--- src/rtl/pipeline_ctrl_fsm.sv ---
// Pipeline stall/flush controller for the 5-stage core.
// Arbitrates load-use, branch redirect, multi-cycle data-memory and MUL/DIV
// stall sources by fixed priority. Also owns the data-memory wait FSM, the
// memory-timeout watchdog and a saturating stall-cycle performance counter.
// All stall/flush/dmem_req outputs are combinational from state and inputs.
//
// Handshake: dmem_req is raised in the cycle the MEM stage presents an access
// and is held every cycle until the cycle in which dmem_ack is high. The
// access completes in that ack cycle, and no stall is applied in it.
module pipeline_ctrl_fsm #(
    parameter int MEM_TIMEOUT = 16,
    parameter int CNT_W       = 16
) (
    input  logic             clk,
    input  logic             rst_n,
    input  logic             load_use,
    input  logic             branch_taken,
    input  logic             mem_access,
    input  logic             dmem_ack,
    input  logic             md_start,
    input  logic             md_done,
    input  logic             cnt_clr,
    output logic             pc_stall,
    output logic             if_stall,
    output logic             id_stall,
    output logic             ex_stall,
    output logic             mem_stall,
    output logic             if_flush,
    output logic             id_flush,
    output logic             ex_flush,
    output logic             mem_flush,
    output logic             dmem_req,
    output logic [1:0]       state,
    output logic             mem_timeout,
    output logic [CNT_W-1:0] stall_cycles
);

    localparam int WC_W = (MEM_TIMEOUT > 2) ? $clog2(MEM_TIMEOUT) : 1;
    localparam logic [WC_W-1:0] WC_LAST = WC_W'(MEM_TIMEOUT - 1);

    typedef enum logic [1:0] {
        ST_RUN      = 2'd0,
        ST_MEM_WAIT = 2'd1,
        ST_MD_WAIT  = 2'd2,
        ST_FAULT    = 2'd3
    } state_t;

    state_t            r_state;
    state_t            w_state_nxt;
    logic [WC_W-1:0]   r_wait_cnt;
    logic [WC_W-1:0]   w_wait_cnt_nxt;
    logic              w_timeout_set;
    logic              r_mem_timeout;
    logic [CNT_W-1:0]  r_stall_cycles;

    // Ungated control outputs; forced low while reset is asserted.
    logic w_pc_stall, w_if_stall, w_id_stall, w_ex_stall, w_mem_stall;
    logic w_if_flush, w_id_flush, w_ex_flush, w_mem_flush, w_dmem_req;

    // State register, wait counter and sticky watchdog flag.
    always_ff @(posedge clk or negedge rst_n) begin
        if (!rst_n) begin
            r_state       <= ST_RUN;
            r_wait_cnt    <= '0;
            r_mem_timeout <= 1'b0;
        end else begin
            r_state    <= w_state_nxt;
            r_wait_cnt <= w_wait_cnt_nxt;
            if (w_timeout_set) begin
                r_mem_timeout <= 1'b1;
            end
        end
    end

    // Next-state logic: memory wait has priority over MUL/DIV wait in RUN.
    always_comb begin
        w_state_nxt    = r_state;
        w_wait_cnt_nxt = r_wait_cnt;
        w_timeout_set  = 1'b0;
        unique case (r_state)
            ST_RUN: begin
                if (mem_access && !dmem_ack) begin
                    w_state_nxt    = ST_MEM_WAIT;
                    w_wait_cnt_nxt = '0;
                end else if (md_start && !md_done) begin
                    w_state_nxt = ST_MD_WAIT;
                end
            end
            ST_MEM_WAIT: begin
                if (dmem_ack) begin
                    w_state_nxt = ST_RUN;
                end else if (r_wait_cnt == WC_LAST) begin
                    w_state_nxt   = ST_FAULT;
                    w_timeout_set = 1'b1;
                end else begin
                    w_wait_cnt_nxt = r_wait_cnt + 1'b1;
                end
            end
            ST_MD_WAIT: begin
                if (md_done) begin
                    w_state_nxt = ST_RUN;
                end
            end
            default: begin
                w_state_nxt = ST_FAULT;
            end
        endcase
    end

    // Output logic: stall/flush/request decode from state and live inputs.
    always_comb begin
        w_pc_stall  = 1'b0;
        w_if_stall  = 1'b0;
        w_id_stall  = 1'b0;
        w_ex_stall  = 1'b0;
        w_mem_stall = 1'b0;
        w_if_flush  = 1'b0;
        w_id_flush  = 1'b0;
        w_ex_flush  = 1'b0;
        w_mem_flush = 1'b0;
        w_dmem_req  = 1'b0;
        unique case (r_state)
            ST_RUN: begin
                if (mem_access) begin
                    w_dmem_req = 1'b1;
                end
                if (mem_access && !dmem_ack) begin
                    // Whole pipe holds while the first memory cycle is outstanding.
                    w_pc_stall  = 1'b1;
                    w_if_stall  = 1'b1;
                    w_id_stall  = 1'b1;
                    w_ex_stall  = 1'b1;
                    w_mem_stall = 1'b1;
                end else if (md_start && !md_done) begin
                    w_pc_stall  = 1'b1;
                    w_if_stall  = 1'b1;
                    w_id_stall  = 1'b1;
                    w_ex_stall  = 1'b1;
                    w_mem_flush = 1'b1;
                end else if (branch_taken) begin
                    // Branch wins over load-use: the ID instruction is wrong-path.
                    w_if_flush = 1'b1;
                    w_id_flush = 1'b1;
                end else if (load_use) begin
                    w_pc_stall = 1'b1;
                    w_if_stall = 1'b1;
                    w_id_stall = 1'b1;
                    w_ex_flush = 1'b1;
                end
            end
            ST_MEM_WAIT: begin
                w_dmem_req = 1'b1;
                if (!dmem_ack) begin
                    w_pc_stall  = 1'b1;
                    w_if_stall  = 1'b1;
                    w_id_stall  = 1'b1;
                    w_ex_stall  = 1'b1;
                    w_mem_stall = 1'b1;
                end
            end
            ST_MD_WAIT: begin
                if (!md_done) begin
                    w_pc_stall  = 1'b1;
                    w_if_stall  = 1'b1;
                    w_id_stall  = 1'b1;
                    w_ex_stall  = 1'b1;
                    w_mem_flush = 1'b1;
                end
            end
            default: begin
                // FAULT: freeze the pipe and drop the memory request.
                w_pc_stall  = 1'b1;
                w_if_stall  = 1'b1;
                w_id_stall  = 1'b1;
                w_ex_stall  = 1'b1;
                w_mem_stall = 1'b1;
            end
        endcase
    end

    // Saturating stall-cycle counter; clear wins over increment.
    always_ff @(posedge clk or negedge rst_n) begin
        if (!rst_n) begin
            r_stall_cycles <= '0;
        end else if (cnt_clr) begin
            r_stall_cycles <= '0;
        end else if (pc_stall && (r_stall_cycles != {CNT_W{1'b1}})) begin
            r_stall_cycles <= r_stall_cycles + 1'b1;
        end
    end

    assign pc_stall     = rst_n & w_pc_stall;
    assign if_stall     = rst_n & w_if_stall;
    assign id_stall     = rst_n & w_id_stall;
    assign ex_stall     = rst_n & w_ex_stall;
    assign mem_stall    = rst_n & w_mem_stall;
    assign if_flush     = rst_n & w_if_flush;
    assign id_flush     = rst_n & w_id_flush;
    assign ex_flush     = rst_n & w_ex_flush;
    assign mem_flush    = rst_n & w_mem_flush;
    assign dmem_req     = rst_n & w_dmem_req;
    assign state        = r_state;
    assign mem_timeout  = r_mem_timeout;
    assign stall_cycles = r_stall_cycles;

endmodule
--- config.mk ---
export PLATFORM = sky130hd
export DESIGN_NAME = pipeline_ctrl_fsm
export DESIGN_NICKNAME = d
export VERILOG_FILES = /design/src/rtl/pipeline_ctrl_fsm.sv
export SDC_FILE = /design/constraint.sdc
export NUM_CORES = 1
export LEC_CHECK = 0
export CORE_UTILIZATION = 52
export CTS_CLUSTER_DIAMETER = 200
export DETAILED_ROUTE_END_ITERATION = 10
export PLACE_DENSITY_LB_ADDON = 0.1
export SLEW_MARGIN = 10
export SYNTH_ARGS = -nofsm -noshare
export SYNTH_HDL_FRONTEND = slang
export SYNTH_SLANG_ARGS = --single-unit
--- constraint.sdc ---
create_clock -name clk -period 4.97 [get_ports clk]
set_input_delay 0.497 -clock clk [delete_from_list [all_inputs] [get_ports clk]]
set_output_delay 0.497 -clock clk [all_outputs]
set_load 0.01 [all_outputs]
==> summary.md <==
| Metric | Value |
|---|---|
| Run status | `finished clean` |
| Most instantiated library cell after synthesis | `sky130_fd_sc_hd__dfrtp_1` |
| Total clock buffers created by CTS | `3` |
| Largest cells by area after synthesis | `sky130_fd_sc_hd__dfrtp_1 40%, sky130_fd_sc_hd__a21oi_1 5.6%, sky130_fd_sc_hd__nand3_1 3.5%, sky130_fd_sc_hd__o31ai_1 3.2%, sky130_fd_sc_hd__or4_1 3.2%` |
| TritonCTS clock tree | `yes` |
| Total half-perimeter wirelength after legalization and detailed placement | `2250 um` |
| EDFF count, synth | `0` |
| Clock power frac | `0.178` |
| Maximum Capacitance Violations | `0` |
| Startpoint-to-endpoint class of the critical path | `in -> out` |
| Post-route setup slack | `1880 ps` |
| Proportion of total power due to net switching | `0.358` |
| Stage delay of the slowest cell on the critical path | `560 ps` |
| Share of Yosys cell area claimed by the top area cell type | `0.403` |
| Top achievable clock speed | `324 MHz` |
| Fraction of power consumed by sequential logic | `0.483` |
| Global-route wire length before repair | `5270 um` |
| Violation count after the first detailed-routing iteration | `40` |
| Std-Cell Core Area | `2540 um^2` |
| Clock sink count | `23` |
| Fraction of registers with async set/reset | `1.00` |
| Unrepaired setup endpoints after global routing | `no` |
| Cells along the critical path | `clkdlybuf4s50_1 > buf_4 > nand2b_1 > o211a_2 > inv_2 > clkdlybuf4s50_1` |
| Crit path required time | `4470 ps` |
| Crit path max-delay cell type | `sky130_fd_sc_hd__clkdlybuf4s50_1` |
| Cell Int Power | `316 uW` |
| Worst clock skew | `7.26 ps` |
| Comb pwr share | `0.340` |
| Std cell rows | `18` |
| Slew at the pin closest to its max-slew limit | `1020 ps` |
| Number of global-route vias before repair | `1203` |
| Remaining Overflow, GRT | `0` |
| Drc violations | `0` |
| Worst Hold Margin | `480 ps` |
| Maximum fanout along the worst path | `31` |
| Number of post-CTS setup repair buffers | `0` |
| Switching component of the power | `177 uW` |
| Buf/Inv on CP | `4` |
| Synth area leader | `sky130_fd_sc_hd__dfrtp_1` |
| Combined area of the multi-input logic cells | `763 um^2` |
| Max_slew headroom | `0.315` |
| Average cell area after synthesis | `9.16 um^2` |
| Antenna violations before repair | `0` |
| Count of input and output buffers | `37` |
| Data arrival, critical path | `2590 ps` |
| Antenna diode instance count | `0` |
| Via count of the routed design | `1331` |
| Layout-stage area growth over the synthesis result | `25.7%` |
| Endpoints failing hold | `0` |
| Post-DRT Antenna Nets | `0` |
| Number of filler instances in the final layout | `200` |
| Final weighted congestion in routability-driven placement | `0.807` |
| Cell area after synthesis | `1430 um^2` |
| Total wire length after detailed routing | `3230 um` |
| R2r startpoint | `state[0]` |
| Hold-fix buffers at CTS | `0` |
| Share of the clock period used by the worst path | `0.621` |
| Count of pins over their slew limit | `0` |
| Flip-flop cell with the highest count after synthesis | `sky130_fd_sc_hd__dfrtp_1` |
| Die Span Y | `54.4 um` |
| Syn Nets | `167` |
| Number of different library cells in the post-synthesis netlist | `45` |
| Latest clock arrival within the worst-skew pair | `310 ps` |
| Resize count post-CTS | `0` |
| Capturing element type of the critical path | `primary output` |
| Depth of the CTS H-tree | `1` |
| Count of state elements after synthesis | `23` |
| Most instantiated cells after synthesis | `23 x sky130_fd_sc_hd__dfrtp_1, 16 x sky130_fd_sc_hd__a21oi_1, 10 x sky130_fd_sc_hd__nand3_1` |
| Via count normalized by instance count | `6.13` |
| Final period demand of the worst path | `3090 ps` |
| Cell type with the highest occurrence count on the critical path | `sky130_fd_sc_hd__clkdlybuf4s50_1` |
| Path category of the worst min-delay check | `reg -> reg` |
| Placement Setup Slack | `1890 ps` |
| Root buffer cell | `sky130_fd_sc_hd__clkbuf_4` |
| Post-synthesis instance total | `156` |
| Initial cell density of the core | `0.561` |
| Aggregate global-route resource usage | `0.242` |
| Share of final-layout standard cells stronger than drive strength 1 | `0.0963` |
| Post-Route Setup TNS | `0 ps` |
| Final-report setup violation count | `0` |
| Crit. Startpoint | `rst_n` |
| DIE AREA | `2960 um^2` |
| Detailed Routing Iterations Pass 1 | `4` |
| Hold_sp | `mem_timeout` |
| Total number of yosys warnings | `0` |
| Number of top-level pins | `38` |
| Clock buffer depth | `2` |
| Dominant delay contributor by cell family on the critical path | `buffers and inverters` |
| Average wire per cell in the routed design | `14.9 um` |
| Share of the yosys chip area belonging to registers | `0.403` |
| Largest net degree at the start of global routing | `32` |
| Net count, final | `199` |
| Standby leakage power | `0.694 nW` |
| Die width | `54.4 um` |
| Power per cell area | `274 nW/um^2` |
| Worst supply voltage drop on vdd | `310 uV` |
| Sequential cell area | `576 um^2` |
| Critical Path Start Type | `input port` |
| Register clock-pin slew on the reported worst setup and hold paths | `130 ps` |
-- power groups by stage --
stage | Combinational [mW] | Sequential, mW | Clock [mW]
after floorplan | 0.121 | 0.229 | 0
after global placement | 0.163 | 0.239 | 0
after detailed placement | 0.166 | 0.241 | 0
after CTS | 0.167 | 0.237 | 0.0920
after global routing | 0.188 | 0.242 | 0.0978
final | 0.167 | 0.238 | 0.0876
-- worst reg2reg max path, delay by kind of cell (launching register included) --
family	cells	cell delay, ps
flops	1	580
buf+inv	1	200
compound gates	3	880
simple gates	2	430
-- placed cells by master (no fill, tap or decap), types with 2 or more instances in the layout --
cell type / count
sky130_fd_sc_hd__nand4_1: 3
sky130_fd_sc_hd__clkdlybuf4s50_1: 37
sky130_fd_sc_hd__nand2_1: 9
sky130_fd_sc_hd__and3_1: 4
sky130_fd_sc_hd__a311oi_1: 3
sky130_fd_sc_hd__clkbuf_4: 3
sky130_fd_sc_hd__nor3b_1: 2
sky130_fd_sc_hd__inv_2: 2
sky130_fd_sc_hd__a21oi_1: 16
sky130_fd_sc_hd__nor3_1: 4
sky130_fd_sc_hd__or3_1: 6
sky130_fd_sc_hd__dfrtp_1: 23
sky130_fd_sc_hd__o21ai_0: 8
sky130_fd_sc_hd__nand3_1: 10
sky130_fd_sc_hd__inv_1: 2
sky130_fd_sc_hd__a31oi_1: 2
sky130_fd_sc_hd__and2_1: 2
sky130_fd_sc_hd__or4_1: 6
sky130_fd_sc_hd__o31ai_1: 6
sky130_fd_sc_hd__nor2_1: 7
sky130_fd_sc_hd__nand2b_1: 3
sky130_fd_sc_hd__nand4_2: 2
sky130_fd_sc_hd__nand4b_1: 2
sky130_fd_sc_hd__o21ai_1: 4
sky130_fd_sc_hd__ha_1: 2
-- kinds of logic after synthesis --
logic type | synth area share
and+or+nand+nor | 0.311
AOI/OAI and AO/OA | 0.195
DFF | 0.403
buffers and inverters | 0.0630
adders and majority gates | 0.0175
muxes | 0.0105
-- worst paths after layout --
path / end / slack (ps) / cells after the start
setup / recovery: pc_stall / 1880 / 6
hold / removal: mem_timeout / 480 / 1
setup reg to reg: stall_cycles[13] / 2780 / 6
max in group asynchronous: stall_cycles[5] / 4150 / 2
hold reg to reg: mem_timeout / 480 / 1
min in group asynchronous: stall_cycles[12] / 560 / 2
-- metrics by stage --
stage / util / instance area, um^2 / total power [mW] / instances
final: 0.706 / 1800 / 0.493 / 217
after global routing: 0.706 / 1800 / 0.527 / 217
after CTS: 0.706 / 1800 / 0.497 / 217
after detailed placement: 0.695 / 1770 / 0.407 / 213
after global placement: 0.695 / 1770 / 0.401 / 213
after floorplan: - / 1430 / 0.350 / 156
-- layout make-up --
type                    instances  share of cell area
clock buffers                   3              0.0125
well taps                      30              0.0209
inverters                       4             0.00836
multi-input cells             118               0.425
repair buffers                 38               0.210
clock inverters                 1             0.00279
flip-flops and latches         23               0.320
-- flip-flops by register name (all words and copies together) (netlist names) --
name / count
mem_timeout: 1
state: 2
stall_cycles: 16
r_wait_cnt: 4
-- layer usage --
layer,vias up,part of all wire,GRT usage
li1,658,-,-
met1,626,0.49,0.352
met2,47,0.46,0.360
met3,0,0.054,0.0389
met4,0,0,0.0855
met5,-,0,0
Power figures use the tool's default switching activity.
